$ cat src/rtl/sprite_pkg.sv
// Shared definitions for the scene sprite controllers: slider FSM states,
// keyboard codes and scene status codes.
// Optional feature macro: SPRITE_SLIDER_AUTO_EN adds the automatic-travel states.
package sprite_pkg;

    // Keyboard scan codes used by the sliding sprites
    localparam logic [7:0] KEY_A = 8'h04;
    localparam logic [7:0] KEY_D = 8'h07;

    // Scene status codes driven by the status logic
    localparam logic [3:0] SCENE_TITLE = 4'd0;
    localparam logic [3:0] SCENE_HALL  = 4'd1;
    localparam logic [3:0] SCENE_ROOM  = 4'd2;
    localparam logic [3:0] SCENE_DOOR  = 4'd3;

    typedef enum logic [2:0] {
        S_IDLE     = 3'd0,
        S_MAN_NEG  = 3'd1,
        S_MAN_POS  = 3'd2
`ifdef SPRITE_SLIDER_AUTO_EN
        ,
        S_AUTO_NEG = 3'd3,
        S_AUTO_POS = 3'd4
`endif
    } slider_state_t;

endpackage

$ cat src/rtl/frame_tick.sv
// Rising-edge detector for the vsync-rate frame strobe. Produces a single
// Clk-wide pulse per frame; reusable by every sprite controller.
module frame_tick (
    input  logic i_clk,
    input  logic i_rst_n,
    input  logic i_level,
    output logic o_pulse
);

    logic r_prev;

    // Remember the strobe level seen on the previous clock
    always_ff @(posedge i_clk or negedge i_rst_n) begin
        // NOTE: sequential state uses non-blocking (<=) so every flop samples
        // pre-edge values; blocking here would create simulation order races.
        if (!i_rst_n) r_prev <= 1'b0;
        else          r_prev <= i_level;
    end

    assign o_pulse = i_level & ~r_prev;

endmodule

$ cat src/rtl/sprite_slider.sv
// Slides a rectangular sprite along one screen axis between two clamped
// limits, driven by a held key (manual) or a one-cycle request (automatic).
// Also decodes window membership and ROM address for the current pixel.
// Optional feature macro: SPRITE_SLIDER_AUTO_EN enables auto_req/busy/done.
module sprite_slider
    import sprite_pkg::*;
#(
    parameter int         SPR_W           = 182,
    parameter int         SPR_H           = 158,
    parameter int         AXIS_Y          = 0,
    parameter int         FIXED_COORD     = 22,
    parameter int         POS_MIN         = 458,
    parameter int         POS_MAX         = 698,
    parameter int         POS_INIT        = 698,
    parameter int         STEP            = 1,
    parameter int         FRAMES_PER_STEP = 1,
    parameter logic [3:0] ACTIVE_STATUS   = SCENE_DOOR,
    parameter logic [7:0] KEY_NEG         = KEY_D,
    parameter logic [7:0] KEY_POS         = KEY_A,
    parameter int         ADDR_W          = 20
) (
    input  logic              Clk,
    input  logic              Reset,
    input  logic              frame_clk,
    input  logic [3:0]        status,
    input  logic [7:0]        keycode,
    input  logic              auto_req,
    input  logic [9:0]        DrawX,
    input  logic [9:0]        DrawY,
    output logic              is_sprite,
    output logic [ADDR_W-1:0] sprite_address,
    output logic [9:0]        pos,
    output logic              at_min,
    output logic              at_max,
    output logic              busy,
    output logic              done
);

    localparam int CNT_W = (FRAMES_PER_STEP > 1) ? $clog2(FRAMES_PER_STEP) : 1;
    // Extent along the slide axis (a) and along the fixed axis (b)
    localparam int EXT_A = (AXIS_Y != 0) ? SPR_H : SPR_W;
    localparam int EXT_B = (AXIS_Y != 0) ? SPR_W : SPR_H;

    slider_state_t    r_state, w_state_next;
    logic [9:0]       r_pos, w_pos_next;
    logic [CNT_W-1:0] r_cnt, w_cnt_next;
    logic             w_tick, w_step, w_active;
    logic             w_at_min, w_at_max;
    logic             w_move_neg, w_move_pos;
    logic [10:0]      w_pos11;

    frame_tick u_frame_tick (
        .i_clk   (Clk),
        .i_rst_n (Reset),
        .i_level (frame_clk),
        .o_pulse (w_tick)
    );

    assign w_active = (status == ACTIVE_STATUS);
    assign w_at_min = (r_pos == 10'(POS_MIN));
    assign w_at_max = (r_pos == 10'(POS_MAX));
    assign w_step   = w_tick && (r_cnt == CNT_W'(FRAMES_PER_STEP - 1));
    assign w_pos11  = {1'b0, r_pos};

`ifdef SPRITE_SLIDER_AUTO_EN
    localparam int POS_MID = (POS_MIN + POS_MAX) / 2;
`else
    logic w_unused_auto_req;
    assign w_unused_auto_req = auto_req;
`endif

    // Next-state decode: auto request beats keycode; keys are sampled on ticks
    always_comb begin
        // NOTE: assigning the default first gives every path a value, so no
        // latch is inferred when a branch leaves the signal untouched.
        w_state_next = r_state;
        case (r_state)
            S_IDLE, S_MAN_NEG, S_MAN_POS: begin
`ifdef SPRITE_SLIDER_AUTO_EN
                if (auto_req) begin
                    w_state_next = (w_pos11 > 11'(POS_MID)) ? S_AUTO_NEG : S_AUTO_POS;
                end else
`endif
                if (w_tick) begin
                    if (keycode == KEY_NEG)      w_state_next = S_MAN_NEG;
                    else if (keycode == KEY_POS) w_state_next = S_MAN_POS;
                    else                         w_state_next = S_IDLE;
                end
            end
`ifdef SPRITE_SLIDER_AUTO_EN
            S_AUTO_NEG: if (w_at_min) w_state_next = S_IDLE;
            S_AUTO_POS: if (w_at_max) w_state_next = S_IDLE;
`endif
            default: w_state_next = S_IDLE;
        endcase
    end

    // Movement: manual only while staying in its state, automatic on every step
    always_comb begin
        w_move_neg = w_step && (r_state == S_MAN_NEG) && (w_state_next == S_MAN_NEG);
        w_move_pos = w_step && (r_state == S_MAN_POS) && (w_state_next == S_MAN_POS);
`ifdef SPRITE_SLIDER_AUTO_EN
        if (w_step && (r_state == S_AUTO_NEG)) w_move_neg = 1'b1;
        if (w_step && (r_state == S_AUTO_POS)) w_move_pos = 1'b1;
`endif
        w_pos_next = r_pos;
        if (w_move_neg) begin
            w_pos_next = (w_pos11 < 11'(POS_MIN + STEP)) ? 10'(POS_MIN)
                                                         : 10'(w_pos11 - 11'(STEP));
        end else if (w_move_pos) begin
            w_pos_next = ((w_pos11 + 11'(STEP)) > 11'(POS_MAX)) ? 10'(POS_MAX)
                                                                : 10'(w_pos11 + 11'(STEP));
        end
    end

    // Step counter: wraps every FRAMES_PER_STEP ticks, restarts on state change
    always_comb begin
        w_cnt_next = r_cnt;
        if (w_state_next != r_state) w_cnt_next = '0;
        else if (w_step)             w_cnt_next = '0;
        else if (w_tick)             w_cnt_next = r_cnt + 1'b1;
    end

    // State, position and counter registers; leaving the scene reloads them
    always_ff @(posedge Clk or negedge Reset) begin
        if (!Reset) begin
            r_state <= S_IDLE;
            r_pos   <= 10'(POS_INIT);
            r_cnt   <= '0;
        end else if (!w_active) begin
            r_state <= S_IDLE;
            r_pos   <= 10'(POS_INIT);
            r_cnt   <= '0;
        end else begin
            r_state <= w_state_next;
            r_pos   <= w_pos_next;
            r_cnt   <= w_cnt_next;
        end
    end

    assign pos    = r_pos;
    assign at_min = w_at_min;
    assign at_max = w_at_max;

`ifdef SPRITE_SLIDER_AUTO_EN
    assign busy = w_active && ((r_state == S_AUTO_NEG) || (r_state == S_AUTO_POS));
    assign done = w_active && (((r_state == S_AUTO_NEG) && w_at_min) ||
                               ((r_state == S_AUTO_POS) && w_at_max));
`else
    assign busy = 1'b0;
    assign done = 1'b0;
`endif

    // Pixel path: a is the slide-axis coordinate, b the fixed-axis coordinate.
    // Offsets are unsigned; the a >= pos guard makes the wrap-around harmless.
    logic [9:0]  w_a, w_b;
    logic [10:0] w_a_off, w_b_off, w_col, w_row;
    logic        w_inside;

    assign w_a      = (AXIS_Y != 0) ? DrawY : DrawX;
    assign w_b      = (AXIS_Y != 0) ? DrawX : DrawY;
    assign w_a_off  = {1'b0, w_a} - w_pos11;
    assign w_b_off  = {1'b0, w_b} - 11'(FIXED_COORD);
    assign w_inside = w_active
                   && (w_a >= r_pos) && (w_a_off < 11'(EXT_A))
                   && ({1'b0, w_b} >= 11'(FIXED_COORD)) && (w_b_off < 11'(EXT_B));
    assign w_col    = (AXIS_Y != 0) ? w_b_off : w_a_off;
    assign w_row    = (AXIS_Y != 0) ? w_a_off : w_b_off;

    assign is_sprite      = w_inside;
    assign sprite_address = w_inside ? (ADDR_W'(w_col) + ADDR_W'(w_row) * ADDR_W'(SPR_W))
                                     : '0;

endmodule

$ cat config.mk
export PLATFORM = sky130hd
export DESIGN_NAME = sprite_slider
export DESIGN_NICKNAME = d
export VERILOG_FILES = /design/src/rtl/sprite_pkg.sv /design/src/rtl/frame_tick.sv /design/src/rtl/sprite_slider.sv
export SDC_FILE = /design/constraint.sdc
export NUM_CORES = 1
export LEC_CHECK = 0
export CAP_MARGIN = 30
export CORE_UTILIZATION = 45
export CTS_CLUSTER_SIZE = 16
export DETAILED_ROUTE_END_ITERATION = 7
export GPL_TIMING_DRIVEN = 0
export HOLD_SLACK_MARGIN = 0.12
export PLACE_DENSITY = 0.69
export SYNTH_ARGS = -nofsm -noshare
export SYNTH_HDL_FRONTEND = slang
export SYNTH_SLANG_ARGS = --single-unit
export TNS_END_PERCENT = 10
$ cat constraint.sdc
create_clock -name Clk -period 11.86 [get_ports Clk]
set_clock_uncertainty 0.05 [all_clocks]
set_input_delay 1.779 -clock Clk [delete_from_list [all_inputs] [get_ports Clk]]
set_output_delay 1.779 -clock Clk [all_outputs]
set_load 0.02 [all_outputs]
Word-level counts from Yosys, hierarchy flattened
Cells that the tools add are included.
Widths: inputs -> output; s select.
{"block": "totals", "ff_bits": 15, "input_bits": 36, "output_inout_bits": 35, "elab_cells": 58}
{"block": "classes", "addsub": 6, "n_mul": 1, "order_cmp": 6, "eq_ne": 12, "muxes": 15, "bitwise": 3, "reduce_logical": 11}
{"operator": "$mux 10", "n": 5}
{"operator": "$lt 11x8->1 const B", "n": 2}
{"operator": "$add 11x19->20", "n": 1}
{"operator": "$mux 20", "n": 1}
{"operator": "$mul 11x7->18 const B", "n": 1}
{"operator": "$eq 8x3->1 const B", "n": 2}
{"operator": "$add 10x1->11 const B", "n": 1}
{"operator": "$gt 11x10->1 const B", "n": 1}
{"operator": "$sub 10x10->11", "n": 1}
{"operator": "$sub 10x5->11 const B", "n": 1}
{"operator": "$eq 10x10->1 const B", "n": 1}
{"operator": "$eq 10x9->1 const B", "n": 1}
{"operator": "$ge 10x10->1", "n": 1}
{"operator": "$ge 10x5->1 const B", "n": 1}
{"operator": "$lt 10x9->1 const B", "n": 1}
{"operator": "$sub 10x1->10 const B", "n": 1}
{"operator": "$logic_and 1x1->1", "n": 9}
{"operator": "$mux 3", "n": 3}
{"operator": "$eq 3x1->1 const B", "n": 2}
{"operator": "$eq 3x2->1 const B", "n": 2}
{"operator": "$eq 4x2->1 const B", "n": 1}
{"operator": "$mux 1", "n": 4}
{"operator": "$mux 2", "n": 2}
{"operator": "$ne 4x3->1 const B", "n": 1}
{"operator": "7 further kinds", "n": 8}

Depth between registers and ports, before layout
{"block": "logic_depth", "word_depth": 10, "mapped_depth": 24, "mapped_depth_nobuf": 24}

Cells and area by module
Synthesis repeated with hierarchy kept, for this count alone.
{"block": "hier_totals", "cells_unflattened": 559, "hier_area_um2": 4369.2}
{"module": "sprite_slider", "instances": 1, "cells_per_inst": 557, "area_each_um2": 4330.4, "seq_area_each_um2": 357.8}
{"module": "frame_tick", "instances": 1, "cells_per_inst": 2, "area_each_um2": 38.8, "seq_area_each_um2": 25.0}

Least setup slack after synthesis
No wires, ideal clock.
{"block": "synth_timing", "path_kind": "input to output", "from": "input DrawY[2]", "to": "output sprite_address[18]", "arrival_time_ps": 7075, "required_time_ps": 10031, "path_slack_ps": 2956, "stages": 20, "n_path_buf": 0, "path_cell_list": "a21oi_1 -> o21ai_0 -> nor2_1 -> xnor2_1 -> inv_1 -> ha_1 -> fa_1 -> fa_1 -> inv_1 -> fa_1 -> inv_1 -> ha_1 -> o21ai_1 -> o21ba_2 -> o31ai_2 -> xor2_1 -> nand3_2 -> or3_4 -> or4_1 -> a21oi_1"}
{"block": "synth_via", "elab_chain_len": 4, "word_cells_on_any_way": 8, "cone_classes": "add/sub (2); mul (1); order compare (2); mux (1); reduce/logical (2)"}
{"item": "start: declaration", "line": "sprite_slider.sv:29", "source": "input logic [9:0] DrawY,"}
{"item": "$sub 10x5->11 or $ge 10x5->1 (tied branches)", "line": "sprite_slider.sv:163, sprite_slider.sv:166"}
{"item": "$mul 11x7->18 (tied with other cells)", "line": "sprite_slider.sv:171", "source": "assign sprite_address = w_inside ? (ADDR_W'(w_col) + ADDR_W'(w_row) * ADDR_W'(SPR_W))"}
{"item": "$add 11x19->20 or $logic_and 1x1->1 (tied branches)", "line": "sprite_slider.sv:171, sprite_slider.sv:166"}
{"item": "$mux 20 (*)", "line": "sprite_slider.sv:171"}
{"item": "end: declaration", "line": "sprite_slider.sv:31", "source": "output logic [ADDR_W-1:0] sprite_address,"}
Every way passes the cells marked *; elsewhere a longest branch is shown, timed or not.

Worst setup path after layout
{"block": "layout_timing", "from": "input DrawY[1]", "to": "output sprite_address[14]"}
Same word-level chain as after synthesis.

==> qor.yml <==
worst_setup_path:
  cp-start-kind: "input pin"
  crit_type: "input pin to output port"
  r2r-start: "pos[3]$_DFFE_PN1P_"
  endpoint_kind: "output port"
  crit_fanout: 7
  critPathRequiredTime_ns: 10.03
  cp.arrival_ns: 8.55
  rr_worst_depth: 9
  r2r_end: "pos[4]$_DFFE_PN1P_"
  rrSetupSlack_ns: 8.72
route:
  drtAntennaViolNets: 0
  firstDrtPassIters: 4
  routed_wl_um: 11370
  routedWlPerCell_um: 14.73
  vias: 4313
  drt_iter0_markers: 150
  drc: 0
  routed_via_density: 5.587
clocking:
  clk_pin_slew_ns: 0.07
  ctsHoldBuffers: 0
  post_cts_buffers: 0
  clk_latency_ns: 0.26
  cts_sinks: 15
  htreeDepth: 1
  cts-resized-gates: 0
  root_buffer: "clkbuf_8"
  cts_buffers: 3
  clockBufferDepth: 2
  cts_tree: "done"
timing:
  relSlewSlack_pct: 53.21
  grt_setup_unrepaired: "no"
  setup_violations: 0
  hold_viol: 0
  tightestPinTransition_ns: 0.6996
  max_freq_mhz: 96.39
  period_needed_ns: 10.38
  finalMaxSlewViolations: 0
  post-route-period-util_pct: 87.48
  tns_ns: 0
synthesis:
  synth_cell_types: 66
  ys_ff_latch: 15
  ys_warn_count: 0
  ys_async_sr_fraction_pct: 100.0
  syn_area_um2: 4312
  avgSynthCellArea_um2: 7.578
  synth_top_cell_by_area: "ha_1"
  ys.flop_type: "dfrtp_1"
  synth_seq_area_share_pct: 8.880
  yosys-top-cells-area: "ha_1 21%, fa_1 8.8%, xor2_1 5.5%"
  synthCells: 569
  synth_top_cell_area_share_pct: 20.89
  synth_edf_count: 0
cells_and_area:
  seq_area_um2: 382.9
  synthToLayoutAreaGrowth_pct: 20.55
  nets: 770
  nFillCells: 889
  final_cells: 772
  multiInputGateArea_um2: 3651
  drive_gt1_share_pct: 4.829
placed_design:
  dp.cells: 767
  portBuffers: 66
  gp_congestion: 0.9388
  place_hpwl_um: 9626
power_and_ir_drop:
  sequentialPowerShare_pct: 4.4
  irDropWorstVdd_uv: 286.9
  p_int_uw: 530.1
  p_clk_share_pct: 3.8
  p_per_area_nw_per_um2: 226.8
  p_comb_share_pct: 91.8
  netSwitchingPower_uw: 648.6
  sw_frac_of_total_pct: 55.03
  p_leak_nw: 2.407
floorplan:
  chipWidth_um: 99.89
  core-area_um2: 9240
  start_util_pct: 46.66
  die_area_um2: 9977
  die_h_um: 99.89
  io_pins: 71
  rows: 35
global_route:
  grt_pass1_wl_um: 18830
  grt.total_usage_pct: 23.10
  grt_max_degree: 16
  antenna_found_initial: 0
  grt_pass1_vias: 4184
  overflow: 0
hold_path:
  holdPathEnd: "r_cnt$_DFFE_PN0P_"
  hp-class: "register to register"
  hold_path.startpoint: "r_cnt$_DFFE_PN0P_"
  hold_path_depth: 1
flow_run:
  cap_violations: 0
status:
  outcome: "complete, no violations"
==> synth_stat cells, types with 3 or more instances <==
cell type and instances:
a21o_1 12, nor2b_1 4, fa_1 19, or2_2 3, inv_1 60, or3_1 3, a211oi_1 5, nand3_1 16
nand4_1 5, nor4b_1 3, nor3_1 23, a21oi_1 40, nor2_1 56, xor2_1 27, xnor2_1 19, o21bai_1 5
ha_1 72, nor4_1 10, o211ai_1 6, and2_1 7, a31oi_1 6, o21ai_0 36, clkbuf_1 12, nand2_1 38
o31ai_1 5, dfrtp_1 9, and3_1 7, dfstp_2 6
==> registers in the layout, indices dropped and copies added (netlist names) <==
signal and cells:
pos 10, r_cnt 1, r_state 3, u_frame_tick.r_prev 1
==> area by class of cell <==
type | instances | area share (%)
Buffer | 14 | 1.156
Timing Repair Buffer | 67 | 12.81
Multi-Input combinational cell | 482 | 70.25
Tap cell | 129 | 3.105
Clock inverter | 1 | 0.1444
Clock buffer | 3 | 0.7944
Inverter | 60 | 4.333
Antenna cell | 1 | 0.04815
Sequential cell | 15 | 7.366
==> critical path, stage by stage <==
cell	delay, ns
clkdlybuf4s50_1	0.49
ha_1	0.26
o21ai_0	0.27
xor2_1	0.56
xor2_1	0.34
ha_1	0.30
fa_1	0.51
inv_1	0.05
fa_1	0.51
inv_1	0.05
ha_1	0.35
a21oi_1	0.24
o21ai_0	0.12
a21oi_1	0.19
xnor2_1	0.16
ha_1	0.32
and3_1	0.20
a311o_1	0.35
and2_1	0.18
o21bai_1	0.37
nor2_1	0.10
xnor2_1	0.14
nor2_1	0.09
clkdlybuf4s50_1	0.61
==> how the worst max path moves through the flow <==
stage | from | end | depth (start not counted)
floorplan | DrawY[2] | sprite_address[18] | 20
global placement | DrawY[1] | sprite_address[18] | 22
detailed placement | DrawY[1] | sprite_address[18] | 22
CTS | DrawY[1] | sprite_address[14] | 24
global route | DrawY[1] | sprite_address[14] | 24
finish | DrawY[1] | sprite_address[14] | 24
==> metrics by stage <==
| stage | hold WS [ns] | instance area (um^2) | utilization, % | power (mW) | setup slack [ns] |
|---|---|---|---|---|---|
| after global placement | 0.4442 | 5141 | 55.64 | 1.101 | 1.555 |
| after CTS | 0.4659 | 5195 | 56.22 | 1.179 | 1.484 |
| after detailed placement | 0.4448 | 5146 | 55.69 | 1.125 | 1.511 |
| final | 0.4636 | 5197 | 56.25 | 1.179 | 1.485 |
| after global routing | 0.4821 | 5195 | 56.22 | 1.317 | 1.047 |
| after floorplan | 0.4220 | 4319 | - | 0.9271 | 2.956 |
==> kinds of logic (layout without fill, tap and decap cells) <==
logic type,after synthesis,count (layout),synth area share (%)
AO/OA/AOI/OAI,144,144,21.56
multiplexers,1,1,0.2322
other,1,4,0.08697
adder cells (fa/ha/maj),91,91,29.72
flip-flops,15,15,8.880
AND/OR/NAND/NOR,196,196,23.19
buffers and inverters,74,145,6.616
XOR/XNOR,47,47,9.722
==> power groups by stage <==
stage / Sequential (mW) / Combinational (mW) / Clock, mW
4_1_cts: 0.0518 / 1.08 / 0.0450
6_report: 0.0518 / 1.08 / 0.0453
5_1_grt: 0.0518 / 1.22 / 0.0479
3_3_place_gp: 0.0527 / 1.05 / 0
2_1_floorplan: 0.0527 / 0.874 / 0
3_5_place_dp: 0.0527 / 1.07 / 0
==> layout by cell type (no fill, tap or decap), drive strengths merged, types with 4 or more instances in the layout <==
cell type	n
a211oi	5
or2	5
nor3	23
dfstp	6
clkdlybuf4s50	66
a31oi	6
o21ai	38
a21oi	40
dfrtp	9
inv	60
or3	4
nand4	5
o211ai	6
nand3	17
a21o	12
and3	7
xnor2	20
nand2	38
clkbuf	15
ha	72
nor4	10
xor2	27
nor2	57
o21bai	5
fa	19
o31ai	7
nor2b	4
and2	7
==> layer usage <==
layer	track usage, %	up-vias	wire length [um]
met5	0	-	0
met2	43.24	111	5677
li1	-	2166	-
met3	2.089	31	522
met4	10.29	0	383
met1	26.56	2005	4785
Power figures use the tool's default switching activity.
